File: src/rtl/comgen_pkg.sv
`default_nettype none
// +----------------------------------------------------------------------+
// | Module   : comgen_pkg                                                |
// | Purpose  : Opcodes, FSM states and field widths of the command gen.  |
// | Revision : 1.0                                                       |
// +----------------------------------------------------------------------+
package comgen_pkg;

   localparam logic [1:0] OP_TILE = 2'b01;
   localparam logic [1:0] OP_TRI  = 2'b10;
   localparam logic [1:0] OP_VERT = 2'b11;

   typedef enum logic [1:0] {
      IDLE = 2'd0,
      TILE = 2'd1,
      VERT = 2'd2,
      TRI  = 2'd3
   } state_t;

   localparam int XY_W       = 6;
   localparam int Z_W        = 10;
   localparam int R_W        = 5;
   localparam int G_W        = 6;
   localparam int B_W        = 5;
   localparam int VERT_BYTES = 6;
   localparam int VERT_W     = 2 + 2 + 6 + 2*XY_W + Z_W + R_W + G_W + B_W;

endpackage
`default_nettype wire

File: src/rtl/comgen_vertex_fmt.sv
`default_nettype none
// +----------------------------------------------------------------------+
// | Module   : comgen_vertex_fmt                                         |
// | Purpose  : Packs one quad corner into the 48-bit vertex command.     |
// |            COMGEN_ANIM_EN: colour fields XORed with frame_cnt.       |
// | Revision : 1.0                                                       |
// +----------------------------------------------------------------------+
module comgen_vertex_fmt
   import comgen_pkg::*;
#(
   parameter logic [Z_W-1:0] Z_BASE = 10'h200,
   parameter logic [Z_W-1:0] Z_STEP = 10'h010
) (
   input  logic [1:0]        slot,
   input  logic [3:0]        q,
   input  logic [3:0]        id_x,
   input  logic [2:0]        id_y,
   input  logic [7:0]        frame_cnt,
   output logic [VERT_W-1:0] vert
);

   logic [XY_W-1:0] w_near;
   logic [XY_W-1:0] w_far;
   logic [XY_W-1:0] w_x;
   logic [XY_W-1:0] w_y;
   logic [Z_W-1:0]  w_z;
   logic [R_W-1:0]  w_r;
   logic [G_W-1:0]  w_g;
   logic [B_W-1:0]  w_b;
   logic            w_unused_fc;

   always_comb begin
      w_near = {2'b00, q};
      w_far  = 6'd32 - w_near;
      // slot bit 0 selects the far x edge, bit 1 the far y edge
      w_x    = slot[0] ? w_far : w_near;
      w_y    = slot[1] ? w_far : w_near;
      w_z    = Z_BASE - ({6'd0, q} * Z_STEP);
      w_r    = {id_x, 1'b0};
      w_g    = {q[2:0], 3'b000};
      w_b    = {id_y, 2'b00};
`ifdef COMGEN_ANIM_EN
      w_r    = w_r ^ frame_cnt[4:0];
      w_g    = w_g ^ frame_cnt[5:0];
      w_b    = w_b ^ frame_cnt[4:0];
`endif
      vert   = {OP_VERT, slot, 6'h00, w_x, w_y, w_z, w_r, w_g, w_b};
   end

`ifdef COMGEN_ANIM_EN
   assign w_unused_fc = ^frame_cnt[7:6];
`else
   assign w_unused_fc = ^frame_cnt;
`endif

endmodule
`default_nettype wire

File: src/rtl/comgen_scene.sv
`default_nettype none
// +----------------------------------------------------------------------+
// | Module   : comgen_scene                                              |
// | Purpose  : Tile/vertex/triangle test-stream generator, one byte per  |
// |            cycle into the rasteriser FIFO. Option: COMGEN_ANIM_EN.   |
// | Revision : 1.0                                                       |
// +----------------------------------------------------------------------+
module comgen_scene
   import comgen_pkg::*;
#(
   parameter int             TILES_X        = 10,
   parameter int             TILES_Y        = 8,
   parameter int             QUADS_PER_TILE = 2,
   parameter logic [Z_W-1:0] Z_BASE         = 10'h200,
   parameter logic [Z_W-1:0] Z_STEP         = 10'h010,
   parameter bit             LOOP           = 1'b0
) (
   input  logic       clk,
   input  logic       rst,
   input  logic       start,
   output logic       busy,
   output logic       done,
   output logic [7:0] frame_cnt,
   output logic [7:0] command_wrdata,
   output logic       command_push,
   input  logic       command_full
);

   localparam logic [3:0] c_last_x = 4'(TILES_X - 1);
   localparam logic [2:0] c_last_y = 3'(TILES_Y - 1);
   localparam logic [3:0] c_last_q = 4'(QUADS_PER_TILE - 1);

   state_t      r_state, w_state;
   logic [3:0]  r_id_x, w_id_x;
   logic [2:0]  r_id_y, w_id_y;
   logic [3:0]  r_q, w_q;
   logic [1:0]  r_slot, w_slot;
   logic [2:0]  r_byte, w_byte;
   logic [7:0]  r_frame_cnt;
   logic [15:0] w_tile_word;
   logic [VERT_W-1:0] w_vert;

   comgen_vertex_fmt #(
      .Z_BASE (Z_BASE),
      .Z_STEP (Z_STEP)
   ) u_vertex_fmt (
      .slot      (r_slot),
      .q         (r_q),
      .id_x      (r_id_x),
      .id_y      (r_id_y),
      .frame_cnt (r_frame_cnt),
      .vert      (w_vert)
   );

   assign busy         = (r_state != IDLE);
   assign command_push = busy & ~command_full;
   assign frame_cnt    = r_frame_cnt;
   assign w_tile_word  = {OP_TILE, 7'h00, r_id_y, r_id_x};

   always_ff @(posedge clk or posedge rst) begin
      if (rst) begin
         r_state     <= IDLE;
         r_id_x      <= '0;
         r_id_y      <= '0;
         r_q         <= '0;
         r_slot      <= '0;
         r_byte      <= '0;
         r_frame_cnt <= '0;
      end else begin
         r_state <= w_state;
         r_id_x  <= w_id_x;
         r_id_y  <= w_id_y;
         r_q     <= w_q;
         r_slot  <= w_slot;
         r_byte  <= w_byte;
         if (done)
            r_frame_cnt <= r_frame_cnt + 8'd1;
      end
   end

   always_comb begin
      w_state = r_state;
      w_id_x  = r_id_x;
      w_id_y  = r_id_y;
      w_q     = r_q;
      w_slot  = r_slot;
      w_byte  = r_byte;
      done    = 1'b0;
      case (r_state)
         IDLE: begin
            if (start) begin
               w_state = TILE;
               w_id_x  = '0;
               w_id_y  = '0;
               w_q     = '0;
               w_slot  = '0;
               w_byte  = '0;
            end
         end
         TILE: begin
            if (command_push) begin
               if (r_byte == 3'd1) begin
                  w_state = VERT;
                  w_byte  = '0;
                  w_q     = '0;
                  w_slot  = '0;
               end else begin
                  w_byte = r_byte + 3'd1;
               end
            end
         end
         VERT: begin
            if (command_push) begin
               if (r_byte == 3'(VERT_BYTES - 1)) begin
                  w_byte = '0;
                  if (r_slot == 2'd3) begin
                     w_state = TRI;
                     w_slot  = '0;
                  end else begin
                     w_slot = r_slot + 2'd1;
                  end
               end else begin
                  w_byte = r_byte + 3'd1;
               end
            end
         end
         TRI: begin
            if (command_push) begin
               if (r_byte == 3'd0) begin
                  w_byte = 3'd1;
               end else begin
                  w_byte = '0;
                  if (r_q != c_last_q) begin
                     w_q     = r_q + 4'd1;
                     w_state = VERT;
                  end else begin
                     w_q     = '0;
                     w_state = TILE;
                     if (r_id_x != c_last_x) begin
                        w_id_x = r_id_x + 4'd1;
                     end else begin
                        w_id_x = '0;
                        if (r_id_y != c_last_y) begin
                           w_id_y = r_id_y + 3'd1;
                        end else begin
                           // last byte of the frame
                           w_id_y  = '0;
                           done    = 1'b1;
                           w_state = LOOP ? TILE : IDLE;
                        end
                     end
                  end
               end
            end
         end
         default: w_state = IDLE;
      endcase
   end

   always_comb begin
      command_wrdata = 8'h00;
      case (r_state)
         TILE: command_wrdata = (r_byte == 3'd0) ? w_tile_word[15:8] : w_tile_word[7:0];
         VERT: begin
            case (r_byte)
               3'd0:    command_wrdata = w_vert[47:40];
               3'd1:    command_wrdata = w_vert[39:32];
               3'd2:    command_wrdata = w_vert[31:24];
               3'd3:    command_wrdata = w_vert[23:16];
               3'd4:    command_wrdata = w_vert[15:8];
               3'd5:    command_wrdata = w_vert[7:0];
               default: command_wrdata = 8'h00;
            endcase
         end
         TRI: command_wrdata = (r_byte == 3'd0) ? {OP_TRI, 2'd0, 2'd1, 2'd2}
                                                : {OP_TRI, 2'd1, 2'd2, 2'd3};
         default: command_wrdata = 8'h00;
      endcase
   end

endmodule
`default_nettype wire

File: config.mk
export PLATFORM = sky130hd
export DESIGN_NAME = comgen_scene
export DESIGN_NICKNAME = d
export VERILOG_FILES = /design/src/rtl/comgen_pkg.sv /design/src/rtl/comgen_vertex_fmt.sv /design/src/rtl/comgen_scene.sv
export SDC_FILE = /design/constraint.sdc
export NUM_CORES = 1
export LEC_CHECK = 0
export BUFFER_PORTS_ARGS = -buffer_cell sky130_fd_sc_hd__buf_4
export CAP_MARGIN = 20
export CORE_MARGIN = 4
export CORE_UTILIZATION = 40
export DETAILED_ROUTE_END_ITERATION = 10
export HOLD_SLACK_MARGIN = 0.12
export SYNTH_ARGS = -nofsm -noshare
export SYNTH_HDL_FRONTEND = slang
export SYNTH_SLANG_ARGS = --single-unit
File: constraint.sdc
create_clock -name clk -period 2.4 [get_ports clk]
set_input_delay 0.12 -clock clk [delete_from_list [all_inputs] [get_ports clk]]
set_output_delay 0.12 -clock clk [all_outputs]
set_load 0.02 [all_outputs]
# After elaboration in Yosys (flattened, before gate mapping)
# Cells that the tools add are included.
[word_totals]
register_bits = 26
latch_bits = 0
mem_bits_rw = 0
romBits = 0
input_bits = 4
output_inout_bits = 19
word_cells = 108
memories = 0
[op_classes]
add_sub_neg = 8
n_mul = 0
div = 0
magnitude_cmp = 0
n_eq_ne = 22
n_shift = 0
n_mux = 57
bitwise_logic = 2
reduce_logical = 12
[op_table]
columns = ["op", "n"]
rows = [
  ["one-hot mux 8 bit (6 select lines)", 1],
  ["2-to-1 mux 4 bit", 10],
  ["2-to-1 mux 3 bit", 11],
  ["2-to-1 mux 2 bit", 15],
  ["one-hot mux 8 bit (3 select lines)", 1],
  ["inequality test 2 bit (second input constant)", 10],
  ["AND reduction 6 bit", 3],
  ["2-to-1 mux 6 bit", 2],
  ["one-hot mux 3 bit (4 select lines)", 1],
  ["one-hot mux 4 bit (3 select lines)", 1],
  ["subtractor 10 x 8 -> 10 bit (first input constant)", 1],
  ["2-to-1 mux 1 bit", 9],
  ["adder 4 x 1 -> 4 bit (second input constant)", 2],
  ["adder 8 x 1 -> 8 bit (second input constant)", 1],
  ["one-hot mux 2 bit (4 select lines)", 1],
  ["one-hot mux 4 bit (2 select lines)", 1],
  ["AND reduction 8 bit", 1],
  ["2-to-1 mux 7 bit", 1],
  ["adder 3 x 1 -> 3 bit (second input constant)", 2],
  ["equality test 2 bit (second input constant)", 3],
  ["equality test 3 x 2 -> 1 bit (second input constant)", 2],
  ["equality test 3 bit (second input constant)", 2],
  ["one-hot mux 2 bit (3 select lines)", 1],
  ["one-hot mux 3 bit (2 select lines)", 1],
  ["other kinds (16)", 18],
]

# Depth between registers and ports, before layout
[depth]
depth_word = 7
depth_mapped = 8
depth_no_buf = 7

# Modules after synthesis
# Synthesis repeated with hierarchy kept, for this count alone.
[unflattened]
hier_cells = 283
area_unflattened_um2 = 2436.1
[by_module_without_submodules]
columns = ["mod", "instances", "cells_per_inst", "area_per_inst_um2"]
rows = [
  ["comgen_scene", 1, 222, 1984.4],
  ["comgen_vertex_fmt", 1, 61, 451.7],
]

# Least setup slack after synthesis
# Ideal clock, no wire load.
[synth_timing]
kind = "reg2reg"
start = "reg r_q[1]"
end = "reg r_frame_cnt[5], in the netlist frame_cnt[5]"
setup_ps = 130
arrival_ps = 2299
required_time_ps = 2270
setup_slack_ps = -30
path_stages_with_launch = 9
path_cell_list = "dfrtp_1 clkbuf_1 inv_1 ha_1 or3b_1 buf_6 or4_4 or3_4 xnor2_2"
[synth_via]
elab_chain_cells = 5
[synth_lines]
columns = ["element", "line", "rtl"]
rows = [
  ["start: declaration", "comgen_scene.sv:36", "logic [3:0] r_q, w_q;"],
  ["start signal: assignment", "comgen_scene.sv:73", "r_q <= w_q;"],
  ["inequality test 4 x 1 -> 1 bit", "comgen_scene.sv:133", "if (r_q != c_last_q) begin"],
  ["2-to-1 mux 1 bit", "comgen_scene.sv:133", ""],
  ["2-to-1 mux 1 bit", "comgen_scene.sv:129", "if (r_byte == 3'd0) begin"],
  ["2-to-1 mux 1 bit", "comgen_scene.sv:128", "if (command_push) begin"],
  ["2-to-1 mux 1 bit", "comgen_scene.sv:89", "case (r_state)"],
  ["end signal: assignment", "comgen_scene.sv:77", "r_frame_cnt <= r_frame_cnt + 8'd1;"],
  ["end: declaration", "comgen_scene.sv:39", "logic [7:0] r_frame_cnt;"],
]
# Every way passes these cells.
# A chain may end at the register's enable or synchronous reset.

# Worst setup path after layout
[layout_timing]
start = "reg r_byte[0]"
end = "out command_wrdata[1]"
[layout_via]
elab_chain_cells = 3
elab_cells_between_ends = 9
cone_classes = "eq/ne (5); mux (3); reduce/logical (1)"
[layout_lines]
columns = ["element", "line", "rtl"]
rows = [
  ["start: declaration", "comgen_scene.sv:38", "logic [2:0] r_byte, w_byte;"],
  ["start signal: assignment", "comgen_scene.sv:75", "r_byte <= w_byte;"],
  ["equality test 3 bit (tied with other cells)", "comgen_scene.sv:165", "case (r_byte)"],
  ["one-hot mux 8 bit (6 select lines) / 2-to-1 mux 7 bit (equally long branches)", "comgen_scene.sv:165, comgen_scene.sv:163", ""],
  ["one-hot mux 8 bit (3 select lines) *", "comgen_scene.sv:162", "case (r_state)"],
  ["end: declaration", "comgen_scene.sv:24", "output logic [7:0] command_wrdata,"],
]
# Every way passes the cells marked *; elsewhere a longest branch is shown, timed or not.

==> summary.txt <==
Yosys
  • Synth warn: 0
  • Syn Nets: 256
  • Sequential area share after synthesis: between 30% and 40%
  • Syn Inst Count: roughly 240
  • Prevailing post-synth register cell: dfrtp_1
  • Yosys reg bits: 26
  • Avg Cell Area, Syn: slightly below 9 sq um
  • Ys async rst share: 100.0%
  • Number of synthesized flops with an enable pin: 0
  • Synth unique cells: 58
  • Syn Std Cell Area: approximately 2100 sq um

Clock tree
  • Setup Buffers After CTS: 0
  • CTS tree: built
  • H-tree depth: 1
  • Clock buffer depth: 2
  • Clock tree sinks: 26
  • CTS clk-pin slew, worst paths: ~0.1 ns
  • Root buffer cell: clkbuf_8
  • Clock Latency Late Sink: 0.28 ns
  • CTS Buf Count: 3

Floorplanning
  • Core footprint: 5107 sq um
  • Ports: 23
  • DIE HEIGHT: between 80 and 90 um
  • FP Rows: 26
  • Full die area: around 6500 sq um
  • Chip Width: roughly 80 um
  • Starting density of the core: around two fifths

Routing
  • Antenna Nets Post-Route: 0
  • Drc violations: 0
  • Drt pass-1 iters: 7
  • Number of vias per cell: about 5.8
  • Initial DRC count: about 210
  • Final wirelength: ~5700 um
  • DR vias: about 2,000
  • Routed length per instance: about 17 um

STA
  • Fin Setup TNS: 0 ns
  • Final Skew: ~0.0016 ns
  • Min Tclk post-route: 2.286 ns
  • Final hold viol count: 0
  • Min Hold Slack: 0.1323 ns
  • Slew margin rel.: a little over three fifths
  • Max Fclk: around 440 MHz
  • Worst-Margin Slew: about 0.56 ns
  • Tcrit/Tclk final: 95.25%
  • Unrepaired setup endpoints after global routing: false
  • Fin. max-slew vios: 0
  • Final setup fails: 0

Setup path
  • WP data arrival: 2.17 ns
  • Worst Reg-to-Reg Cells: 6
  • WS Path Type: reg -> out
  • Reg2reg setup slack: about 0.16 ns
  • CP required: 2.28 ns
  • Worst setup SP type: flop
  • Crit path max fanout: 7
  • Nature of the critical path endpoint: output pin

Final layout
  • Area grow syn2layout: 19.02%
  • Antenna cells: 0
  • Final nets: just under 300
  • Share of layout cells above drive strength 1: a little under a quarter

Power
  • Leak Pwr: 1.112 nW
  • Max VDD drop: 0.3990 mV
  • Pwr dens: 1139 nW/um^2

Global route
  • First-pass GRT wire length: 9418 um
  • Total GRT Usage: a little under a fifth
  • Congestion Overflow GR: 0
  • Antenna violations before repair: 0
  • Vias in the first global route: roughly 1,800
  • Largest net degree at the start of global routing: 27

Min path
  • Worst Hold Class: in -> reg
  • Hold Path Depth: 2

Placement
  • Number of port buffers: 22
  • HPWL Detailed: 4282 um
  • Routability congestion estimate: slightly above 0.9

Run
  • Max Cap Viol: 0

Run status
  • Run status: completed
## synthesized netlist by cell type (2+ instances only)
library cell	instances	area, sq um
o21a_1	2	15.01
nor2_1	20	75.07
nor3_1	7	35.03
nand2b_1	3	18.77
xnor2_1	10	87.58
and3b_1	2	17.52
a211oi_1	2	15.01
a32o_1	3	30.03
o31ai_1	5	37.54
inv_1	13	48.80
a32oi_1	2	17.52
a221oi_1	3	26.28
o21ai_0	11	55.05
nand3_1	9	45.04
or3b_2	3	26.28
clkbuf_1	11	41.29
nor4_1	3	18.77
nand4_1	3	18.77
and2_1	3	18.77
o22ai_1	7	43.79
or3b_1	2	17.52
mux2i_1	6	60.06
a311o_1	2	20.02
xor2_1	2	17.52
nand2_1	16	60.06
a31oi_1	4	25.02
buf_6	2	22.52
a22oi_1	4	30.03
mux2_2	6	67.56
a21oi_1	7	35.03
nor2b_1	4	25.02
ha_1	10	125.1
dfrtp_1	26	650.6
nor3b_1	5	37.54
## kinds of logic (layout without fill, tap and decap cells)
family                   after synthesis  after routing  synth area share (%)
adder cells (fa/ha/maj)               10             10                 5.907
XOR/XNOR                              13             13                 5.730
AND/OR/NAND/NOR                       90             90                 24.40
AO/OA/AOI/OAI                         64             64                 21.56
multiplexers                          12             12                 6.025
flip-flops                            26             26                 30.71
buffers and inverters                 27             60                 5.671
## layer usage
layer | routed length, um | vias to the layer above | GRT usage (%)
met4 | 46 | 0 | 4.223
met3 | 324 | 5 | 1.996
li1 | - | 972 | -
met5 | 0 | - | 0
met1 | 2712 | 954 | 28.13
met2 | 2642 | 66 | 28.97
## worst paths after layout
path | end | from
worst max-delay path | command_wrdata[1] | r_byte[0]
worst min-delay path | r_byte[2] | command_full
worst max register to register | frame_cnt[5] | r_q[1]
worst min register to register | frame_cnt[7] | frame_cnt[7]
max in group asynchronous | r_state[0] | rst
min in group asynchronous | frame_cnt[1] | rst
## report_power, final
group,internal (W),switching (W)
logic,0.000815,0.00107
clock network,0.000147,0.000150
registers,0.000537,0.000147
## layout make-up
type | count | area [sq um]
tap | 70 | 87.58
sequential | 26 | 650.6
multi-input combinational | 189 | 1354
inverter | 13 | 48.80
clock buffer | 4 | 55.05
fill | 506 | 2586
timing repair buffer | 43 | 325.3
## worst max-delay path: stages, from the launching register on
cell,delay (ns)
dfrtp_1,0.48
inv_1,0.20
nor2_1,0.08
ha_1,0.25
nand2b_1,0.17
o21ai_0,0.21
a21oi_1,0.06
a311o_1,0.28
buf_4,0.16
## layout by cell type, fill, tap and decap left out, types with 2 or more instances in the layout
cell      count
mux2_2        6
ha_1         10
nand2_1      16
a32oi_1       2
xor2_1        2
xnor2_1      10
nor4_1        2
and3b_1       2
dfrtp_1      26
o21ai_0      11
mux2i_1       6
a221oi_1      3
o21a_1        2
nor2b_1       4
or3b_2        3
o22ai_1       7
clkbuf_8      4
or3b_1        2
o31ai_1       5
a32o_1        3
nor3b_1       5
nand2b_1      3
nor2_1       20
nor4_2        2
nand4_1       3
nor3_1        7
a31oi_1       4
a22oi_1       4
buf_4        42
a311o_1       2
and2_1        3
nand3_1       9
a21oi_1       7
inv_1        13
a211oi_1      2
## flip-flops by register name, indices dropped and copies added, names as in the netlist
register   count
r_id_y         3
r_q            4
frame_cnt      8
r_byte         3
r_id_x         4
r_slot         2
r_state        2
## stage by stage
stage	util [%]	std cells	setup slack (ns)	total power [W]	instance area, sq um
2_1_floorplan	-	242	0.001079	0.001935	2122
3_3_place_gp	47.97	340	0.2326	0.002542	2450
3_5_place_dp	47.97	340	0.1693	0.002543	2450
4_1_cts	49.24	345	0.1229	0.002854	2515
5_1_grt	49.36	345	0.004051	0.003095	2521
6_report	49.36	345	0.1139	0.002871	2521
## repair_timing
item	CTS	global route
endpoints found under the hold margin	26	0
resized for setup	0	1
setup endpoints to repair	0	1
hold buffers	1	0
Note: power is estimated with default switching activity, not from simulation.
